`config.mk`:
```
export PLATFORM = sky130hd
export DESIGN_NAME = pattern_scan_ctrl_flat
export DESIGN_NICKNAME = d
export VERILOG_FILES = /design/src/rtl/pattern_scan_ctrl_pkg.sv /design/src/rtl/pattern_scan_ctrl_if.sv /design/src/rtl/pattern_scan_ctrl_matcher.sv /design/src/rtl/pattern_scan_ctrl.sv /design/src/flat_wrapper.sv
export SDC_FILE = /design/constraint.sdc
export NUM_CORES = 1
export LEC_CHECK = 0
export CAP_MARGIN = 20
export CORE_UTILIZATION = 36
export CTS_BUF_LIST = sky130_fd_sc_hd__clkbuf_4 sky130_fd_sc_hd__clkbuf_8 sky130_fd_sc_hd__clkbuf_16
export DETAILED_ROUTE_END_ITERATION = 16
export GPL_TIMING_DRIVEN = 0
export PLACE_DENSITY = 0.57
export SLEW_MARGIN = 20
export SYNTH_ARGS = -nofsm -noshare
export SYNTH_HDL_FRONTEND = slang
export SYNTH_SLANG_ARGS = --single-unit
```
`constraint.sdc`:
```
create_clock -name clk -period 5.75 [get_ports clk]
set_input_delay 0.575 -clock clk [delete_from_list [all_inputs] [get_ports clk]]
set_output_delay 0.575 -clock clk [all_outputs]
set_load 0.005 [all_outputs]
```
`src/rtl/pattern_scan_ctrl_pkg.sv`:
```
`default_nettype none
// ============================================================================
// Module   : pattern_scan_pkg
// Purpose  : Shared types and width helpers for the pattern scan controller.
// Revision : 1.0  initial release
// ============================================================================
package pattern_scan_pkg;

  // Controller phases: wait for a word, shift it bit by bit, present result.
  typedef enum logic [1:0] {
    IDLE   = 2'd0,
    SHIFT  = 2'd1,
    REPORT = 2'd2
  } state_t;

  // Width needed to hold a per-word match count of 0..word_w.
  function automatic int cnt_width(input int word_w);
    return $clog2(word_w + 1);
  endfunction

endpackage
`default_nettype wire

```
`src/rtl/pattern_scan_ctrl_if.sv`:
```
`default_nettype none
// ============================================================================
// Module   : pattern_scan_ctrl_if
// Purpose  : Word-in / result-out handshake bundle for pattern_scan_ctrl.
//            master = producer/consumer side, slave = controller side.
// Revision : 1.0  initial release
// ============================================================================
interface pattern_scan_ctrl_if
  import pattern_scan_pkg::*;
#(
  parameter int WORD_W = 8,
  parameter int PAT_W  = 3,
  parameter int TOT_W  = 16
) ();

  localparam int CNT_W = cnt_width(WORD_W);
  localparam int POS_W = $clog2(WORD_W);

  logic              in_valid;
  logic              in_ready;
  logic [WORD_W-1:0] in_data;
  logic [PAT_W-1:0]  in_pattern;
  logic              in_clear;
  logic              out_valid;
  logic              out_ready;
  logic [CNT_W-1:0]  out_count;
  logic [POS_W-1:0]  out_first_pos;
  logic [TOT_W-1:0]  total_count;

  modport master (
    output in_valid, in_data, in_pattern, in_clear, out_ready,
    input  in_ready, out_valid, out_count, out_first_pos, total_count
  );

  modport slave (
    input  in_valid, in_data, in_pattern, in_clear, out_ready,
    output in_ready, out_valid, out_count, out_first_pos, total_count
  );

endinterface
`default_nettype wire

```
`src/rtl/pattern_scan_ctrl_matcher.sv`:
```
`default_nettype none
// ============================================================================
// Module   : pattern_shift_matcher
// Purpose  : Bit-serial overlapping matcher. Keeps the last PAT_W bits and
//            a saturating fill count; pulses match in the cycle the
//            completing bit is shifted in.
// Revision : 1.0  initial release
// ============================================================================
module pattern_shift_matcher #(
  parameter int PAT_W = 3
) (
  input  wire logic             clk,
  input  wire logic             reset,
  input  wire logic             flush,
  input  wire logic             bit_valid,
  input  wire logic             bit_in,
  input  wire logic [PAT_W-1:0] pattern,
  output logic                  match
);

  localparam int c_FILL_W = $clog2(PAT_W + 1);
  localparam logic [c_FILL_W-1:0] c_FILL_MAX = c_FILL_W'(PAT_W);

  logic [PAT_W-1:0]    hist_q, hist_d, hist_next;
  logic [c_FILL_W-1:0] fill_q, fill_d, fill_next;

  // Oldest bit sits at the MSB; a single-bit history is just the new bit.
  generate
    if (PAT_W == 1) begin : g_single
      assign hist_next = bit_in;
    end else begin : g_multi
      assign hist_next = {hist_q[PAT_W-2:0], bit_in};
    end
  endgenerate

  assign fill_next = (fill_q == c_FILL_MAX) ? fill_q : fill_q + c_FILL_W'(1);
  assign match     = bit_valid && (hist_next == pattern) && (fill_next == c_FILL_MAX);

  // Next history: flush wins, otherwise shift on each valid bit.
  always_comb begin
    hist_d = hist_q;
    fill_d = fill_q;
    if (flush) begin
      hist_d = '0;
      fill_d = '0;
    end else if (bit_valid) begin
      hist_d = hist_next;
      fill_d = fill_next;
    end
  end

  // History and fill registers.
  always_ff @(posedge clk) begin
    if (reset) begin
      hist_q <= '0;
      fill_q <= '0;
    end else begin
      hist_q <= hist_d;
      fill_q <= fill_d;
    end
  end

endmodule
`default_nettype wire

```
`src/rtl/pattern_scan_ctrl.sv`:
```
`default_nettype none
// ============================================================================
// Module   : pattern_scan_ctrl
// Purpose  : Accepts a word + pattern, scans the word MSB-first through an
//            overlapping matcher, reports the per-word match count and keeps
//            a saturating running total.
//            Optional macro SCAN_FIRST_POS_EN: report the bit index of the
//            first match in the word (otherwise out_first_pos is 0).
// Revision : 1.0  initial release
// ============================================================================
module pattern_scan_ctrl
  import pattern_scan_pkg::*;
#(
  parameter int WORD_W = 8,
  parameter int PAT_W  = 3,
  parameter int TOT_W  = 16
) (
  input  wire logic           clk,
  input  wire logic           reset,
  pattern_scan_ctrl_if.slave  bus
);

  localparam int c_CNT_W = cnt_width(WORD_W);
  localparam int c_IDX_W = $clog2(WORD_W);
  localparam logic [c_IDX_W-1:0] c_LAST_IDX = c_IDX_W'(WORD_W - 1);

  state_t              state_q, state_d;
  logic [WORD_W-1:0]   word_q, word_d;
  logic [PAT_W-1:0]    pat_q, pat_d;
  logic [c_IDX_W-1:0]  idx_q, idx_d;
  logic [c_CNT_W-1:0]  cnt_q, cnt_d;
  logic [TOT_W-1:0]    tot_q, tot_d;
  logic                flush, bit_valid, match;

  assign bit_valid = (state_q == SHIFT);

  pattern_shift_matcher #(
    .PAT_W (PAT_W)
  ) u_matcher (
    .clk       (clk),
    .reset     (reset),
    .flush     (flush),
    .bit_valid (bit_valid),
    .bit_in    (word_q[idx_q]),
    .pattern   (pat_q),
    .match     (match)
  );

  // Next-state, datapath updates and handshake decisions.
  always_comb begin
    state_d = state_q;
    word_d  = word_q;
    pat_d   = pat_q;
    idx_d   = idx_q;
    cnt_d   = cnt_q;
    tot_d   = tot_q;
    flush   = 1'b0;
    case (state_q)
      IDLE: begin
        if (bus.in_valid) begin
          word_d  = bus.in_data;
          pat_d   = bus.in_pattern;
          idx_d   = c_LAST_IDX;
          cnt_d   = '0;
          flush   = bus.in_clear;
          state_d = SHIFT;
        end
      end
      SHIFT: begin
        if (match) begin
          cnt_d = cnt_q + c_CNT_W'(1);
          if (tot_q != '1) begin
            tot_d = tot_q + TOT_W'(1);
          end
        end
        if (idx_q == '0) begin
          state_d = REPORT;
        end else begin
          idx_d = idx_q - c_IDX_W'(1);
        end
      end
      REPORT: begin
        if (bus.out_ready) begin
          state_d = IDLE;
        end
      end
      default: state_d = IDLE;
    endcase
  end

  // State and datapath registers.
  always_ff @(posedge clk) begin
    if (reset) begin
      state_q <= IDLE;
      word_q  <= '0;
      pat_q   <= '0;
      idx_q   <= '0;
      cnt_q   <= '0;
      tot_q   <= '0;
    end else begin
      state_q <= state_d;
      word_q  <= word_d;
      pat_q   <= pat_d;
      idx_q   <= idx_d;
      cnt_q   <= cnt_d;
      tot_q   <= tot_d;
    end
  end

`ifdef SCAN_FIRST_POS_EN
  logic [c_IDX_W-1:0] pos_q, pos_d;

  // Capture the bit index of the first match of the current word.
  always_comb begin
    pos_d = pos_q;
    if (state_q == IDLE && bus.in_valid) begin
      pos_d = '0;
    end else if (match && cnt_q == '0) begin
      pos_d = idx_q;
    end
  end

  // First-match position register.
  always_ff @(posedge clk) begin
    if (reset) begin
      pos_q <= '0;
    end else begin
      pos_q <= pos_d;
    end
  end

  assign bus.out_first_pos = pos_q;
`else
  assign bus.out_first_pos = '0;
`endif

  assign bus.in_ready    = (state_q == IDLE);
  assign bus.out_valid   = (state_q == REPORT);
  assign bus.out_count   = cnt_q;
  assign bus.total_count = tot_q;

endmodule
`default_nettype wire

```
`src/flat_wrapper.sv`:
```
// flat-port wrapper written by rule: the top's interface ports become plain ports
module pattern_scan_ctrl_flat import pattern_scan_pkg::*;
#(
  parameter int WORD_W = 8,
  parameter int PAT_W  = 3,
  parameter int TOT_W  = 16
)
  (clk, reset, bus_in_valid, bus_in_data, bus_in_pattern, bus_in_clear, bus_out_ready, bus_in_ready, bus_out_valid, bus_out_count, bus_out_first_pos, bus_total_count);
  pattern_scan_ctrl_if #(.WORD_W(WORD_W), .PAT_W(PAT_W), .TOT_W(TOT_W)) bus_i ();
  input  wire logic clk;
  input  wire logic reset;
  input wire logic [$bits(bus_i.in_valid)-1:0] bus_in_valid;
  input wire logic [$bits(bus_i.in_data)-1:0] bus_in_data;
  input wire logic [$bits(bus_i.in_pattern)-1:0] bus_in_pattern;
  input wire logic [$bits(bus_i.in_clear)-1:0] bus_in_clear;
  input wire logic [$bits(bus_i.out_ready)-1:0] bus_out_ready;
  output wire logic [$bits(bus_i.in_ready)-1:0] bus_in_ready;
  output wire logic [$bits(bus_i.out_valid)-1:0] bus_out_valid;
  output wire logic [$bits(bus_i.out_count)-1:0] bus_out_count;
  output wire logic [$bits(bus_i.out_first_pos)-1:0] bus_out_first_pos;
  output wire logic [$bits(bus_i.total_count)-1:0] bus_total_count;
  assign bus_i.in_valid = bus_in_valid;
  assign bus_i.in_data = bus_in_data;
  assign bus_i.in_pattern = bus_in_pattern;
  assign bus_i.in_clear = bus_in_clear;
  assign bus_i.out_ready = bus_out_ready;
  assign bus_in_ready = bus_i.in_ready;
  assign bus_out_valid = bus_i.out_valid;
  assign bus_out_count = bus_i.out_count;
  assign bus_out_first_pos = bus_i.out_first_pos;
  assign bus_total_count = bus_i.total_count;
  pattern_scan_ctrl #(.WORD_W(WORD_W), .PAT_W(PAT_W), .TOT_W(TOT_W)) u_core (.clk(clk), .reset(reset), .bus(bus_i));
endmodule
```
==> impl_results.rst <==
.. list-table::
   :header-rows: 1

   * - Metric
     - Value
   * - Result of the run
     - finished clean
   * - Number of remaining DRC errors
     - 0
   * - Portion of the post-synthesis area used by sequential elements
     - 0.405
   * - Startpoint type of the worst setup path
     - register
   * - Global router's overall resource usage
     - 0.177
   * - Final Hold Vio Count
     - 0
   * - TritonCTS clock tree
     - yes
   * - Routed Antenna Nets
     - 0
   * - Detail-routed net length per standard cell
     - 13.9 um
   * - Worst setup path endpoint
     - u_core.bus.total_count[1]
   * - Wire length of the first global-routing pass
     - 8180 um
   * - Length in cells of the worst reg-to-reg path
     - 7
   * - # IOs
     - 41
   * - Overall power after layout
     - 0.000546 W
   * - Drt first-iter violations
     - 132
   * - Number of antenna diodes
     - 0
   * - Nets
     - 302
   * - Clock-pin transition on the worst setup and hold timing paths
     - 0.07 ns
   * - Final count of negative-setup-slack endpoints
     - 0
   * - Count of buffers inserted at the top-level ports
     - 37
   * - Crit path arrival time
     - 2.99 ns
   * - Largest net degree at the start of global routing
     - 11
   * - Vertical die dimension
     - 76.2 um
   * - Number of optimization iterations in the first detailed-route pass
     - 4
   * - Asr flop ratio synth
     - 0
   * - Hold-fix buffers at CTS
     - 0
   * - Width of the die
     - 76.2 um
   * - Number of enable flip-flop cells after synthesis
     - 0
   * - Core area
     - 0.00520 mm2
   * - Crit path max fanout
     - 10
   * - HP Class
     - reg2reg
   * - Power per cell area
     - 217 mW/mm2
   * - Achievable frequency
     - 362 MHz
   * - Clock period minus final worst setup slack
     - 2.76 ns
   * - Warning count from the yosys run
     - 0
   * - Worst setup slack for register-to-register paths
     - 2.99 ns
   * - Crit path capture type
     - register
   * - Overflow after GRT
     - 0
   * - Number of max-slew violations in the final report
     - 0
   * - Setup repair after global routing missed its margin
     - no
   * - Clock sink count
     - 40
   * - Initial antenna violation count
     - 0
   * - R2R Path End
     - u_core.bus.total_count[1]
   * - Max-capacitance violation count
     - 0
   * - IR Drop Worst-Case VDD
     - 0.000118 V
   * - Final-layout setup total negative slack
     - 0 ns
   * - Via count of the routed design
     - 1,875
   * - Fraction of layout instances using a drive strength above 1
     - 0.0500
   * - Routability Congestion
     - 0.800
   * - CTS-repair resized insts
     - 0
   * - Buffer depth of the longest clock path
     - 2
   * - Source-to-sink clock delay at the later pin of the worst-skew pair
     - 0.29 ns
   * - FF+latch count, synth
     - 40
   * - R2R Path Start
     - u_core.bus.total_count[3]
   * - Final routed wirelength across all metal layers
     - 4880 um
   * - Number of distinct library cell variants in the gate-level netlist after synthesis
     - 43
   * - Start point of the critical path
     - u_core.bus.total_count[3]
   * - CP Data Required Time
     - 5.97 ns
   * - Number of global-route vias before repair
     - 1,670
   * - Fillcell total
     - 524
   * - Clk Tree Root Cell
     - sky130_fd_sc_hd__clkbuf_8
   * - Area of the die
     - 0.00580 mm2
   * - Mean instance size in the synthesized netlist
     - 8.39 um2
   * - Hold Path Cell Cnt
     - 2
   * - Clock H-tree levels
     - 2
   * - Detailed-route vias per instance
     - 5.36
   * - Detailed placement HPWL
     - 3490 um
   * - Slew headroom
     - 0.639
   * - Fraction of the cycle the final worst path needs
     - 0.481
   * - Num rows
     - 26
   * - Worst Tran Pin Value
     - 0.527 ns
   * - Syn Inst Count
     - 236
   * - Clock buffer count from CTS
     - 5
   * - Relative area change from synthesis to final layout
     - 27.0%
   * - Worst setup path class
     - reg2reg
   * - Netlist area before placement
     - 0.00198 mm2
   * - Worst Clk Skew
     - 0.00673 ns
   * - Initial Utilization
     - 0.380
   * - Final core occ
     - 0.483
   * - Post-CTS Setup Bufs
     - 0
   * - Ys flop type
     - sky130_fd_sc_hd__dfxtp_1
   * - Leakage power total
     - 0.847 nW
## flip-flops by register name (all words and copies together), names as in the netlist
register and flops:
u_core.bus.total_count 16, u_core.word_q 8, u_core.bus.out_count 4, u_core.idx_q 3
u_core.pat_q 3, u_core.state_q 2, u_core.u_matcher.fill_q 2, u_core.u_matcher.hist_q 2
## cells by family (layout without fill, tap and decap cells)
logic type,Yosys count,after routing,share of synthesized area
other cells,1,3,0.00189
mux,7,7,0.0582
buf+inv,23,65,0.0531
fa+ha+maj,4,4,0.0253
compound gates,53,53,0.164
simple gates,105,105,0.279
xor+xnor,3,3,0.0133
flops,40,40,0.405
## through the flow
step | worst slack (ns) | hold WS [ns] | cells | cell area, um2
after floorplan | 3.36 | 0.432 | 238 | 1990
after global placement | 3.06 | 0.440 | 345 | 2440
after detailed placement | 3.09 | 0.445 | 345 | 2440
after CTS | 3.07 | 0.455 | 350 | 2510
after global routing | 2.74 | 0.477 | 350 | 2510
final | 2.99 | 0.452 | 350 | 2510
## placed cells by master, fill, tap and decap left out, drive strengths merged, types with 3 or more instances in the layout
master / n
a21oi: 30
and2: 3
and3: 4
buf: 5
clkbuf: 17
clkdlybuf4s50: 37
conb: 3
dfxtp: 40
ha: 4
inv: 6
mux2: 4
nand2: 29
nand3: 15
nand4: 6
nor2: 11
nor2b: 6
nor3: 8
o21ai: 3
o31ai: 8
or3: 4
or4: 8
## synthesized netlist by cell type (4+ instances only)
master	instances	area share
sky130_fd_sc_hd__nand3_1	15	0.038
sky130_fd_sc_hd__ha_1	4	0.025
sky130_fd_sc_hd__nor2_1	11	0.021
sky130_fd_sc_hd__nor3_1	8	0.020
sky130_fd_sc_hd__a21oi_1	30	0.076
sky130_fd_sc_hd__nand2_1	29	0.055
sky130_fd_sc_hd__inv_1	6	0.011
sky130_fd_sc_hd__nor2b_1	6	0.019
sky130_fd_sc_hd__clkbuf_1	12	0.023
sky130_fd_sc_hd__or4_1	8	0.030
sky130_fd_sc_hd__nand4_1	6	0.019
sky130_fd_sc_hd__o31ai_1	8	0.030
sky130_fd_sc_hd__or3_1	4	0.013
sky130_fd_sc_hd__and3_1	4	0.013
sky130_fd_sc_hd__dfxtp_1	40	0.40
## worst max-delay path: stages (launching register included)
cell                       delay (ns)
sky130_fd_sc_hd__dfxtp_1         0.50
sky130_fd_sc_hd__nand4_1         0.21
sky130_fd_sc_hd__nor3_1          0.51
sky130_fd_sc_hd__and3_1          0.31
sky130_fd_sc_hd__clkbuf_1        0.37
sky130_fd_sc_hd__clkbuf_1        0.48
sky130_fd_sc_hd__o21ai_0         0.15
sky130_fd_sc_hd__a21oi_1         0.15
## report_power, final
group	internal, W	switching [W]	leakage [nW]
clock	0.0000783	0.0000911	0.0359
combinational	0.0000372	0.0000394	0.485
sequential	0.000290	0.0000101	0.325
## cell type report
| class | instances | area [um2] | area share |
|---|---|---|---|
| Buffer | 17 | 82.6 | 0.0329 |
| Clock buffer | 5 | 68.8 | 0.0274 |
| Inverter | 6 | 22.5 | 0.00896 |
| Multi-Input combinational cell | 175 | 1080 | 0.430 |
| Sequential cell | 40 | 801 | 0.319 |
| Tap cell | 70 | 87.6 | 0.0348 |
| Timing Repair Buffer | 37 | 370 | 0.147 |
## worst min-delay path by stage
stage,start,end,slack [ns]
after global routing,u_core.word_q[7],u_core.word_q[7],0.48
after global placement,u_core.word_q[1],u_core.word_q[1],0.44
after detailed placement,u_core.word_q[2],u_core.word_q[2],0.44
final,u_core.word_q[4],u_core.word_q[4],0.45
after floorplan,u_core.word_q[1],u_core.word_q[1],0.43
after CTS,u_core.word_q[2],u_core.word_q[2],0.45
## layer usage
| layer | track usage | wire [um] |
|---|---|---|
| met4 | 0.0692 | 71 |
| met2 | 0.278 | 2180 |
| met1 | 0.238 | 2430 |
| met5 | 0 | 0 |
| met3 | 0.0335 | 191 |
(Power assumes the default switching activity.)
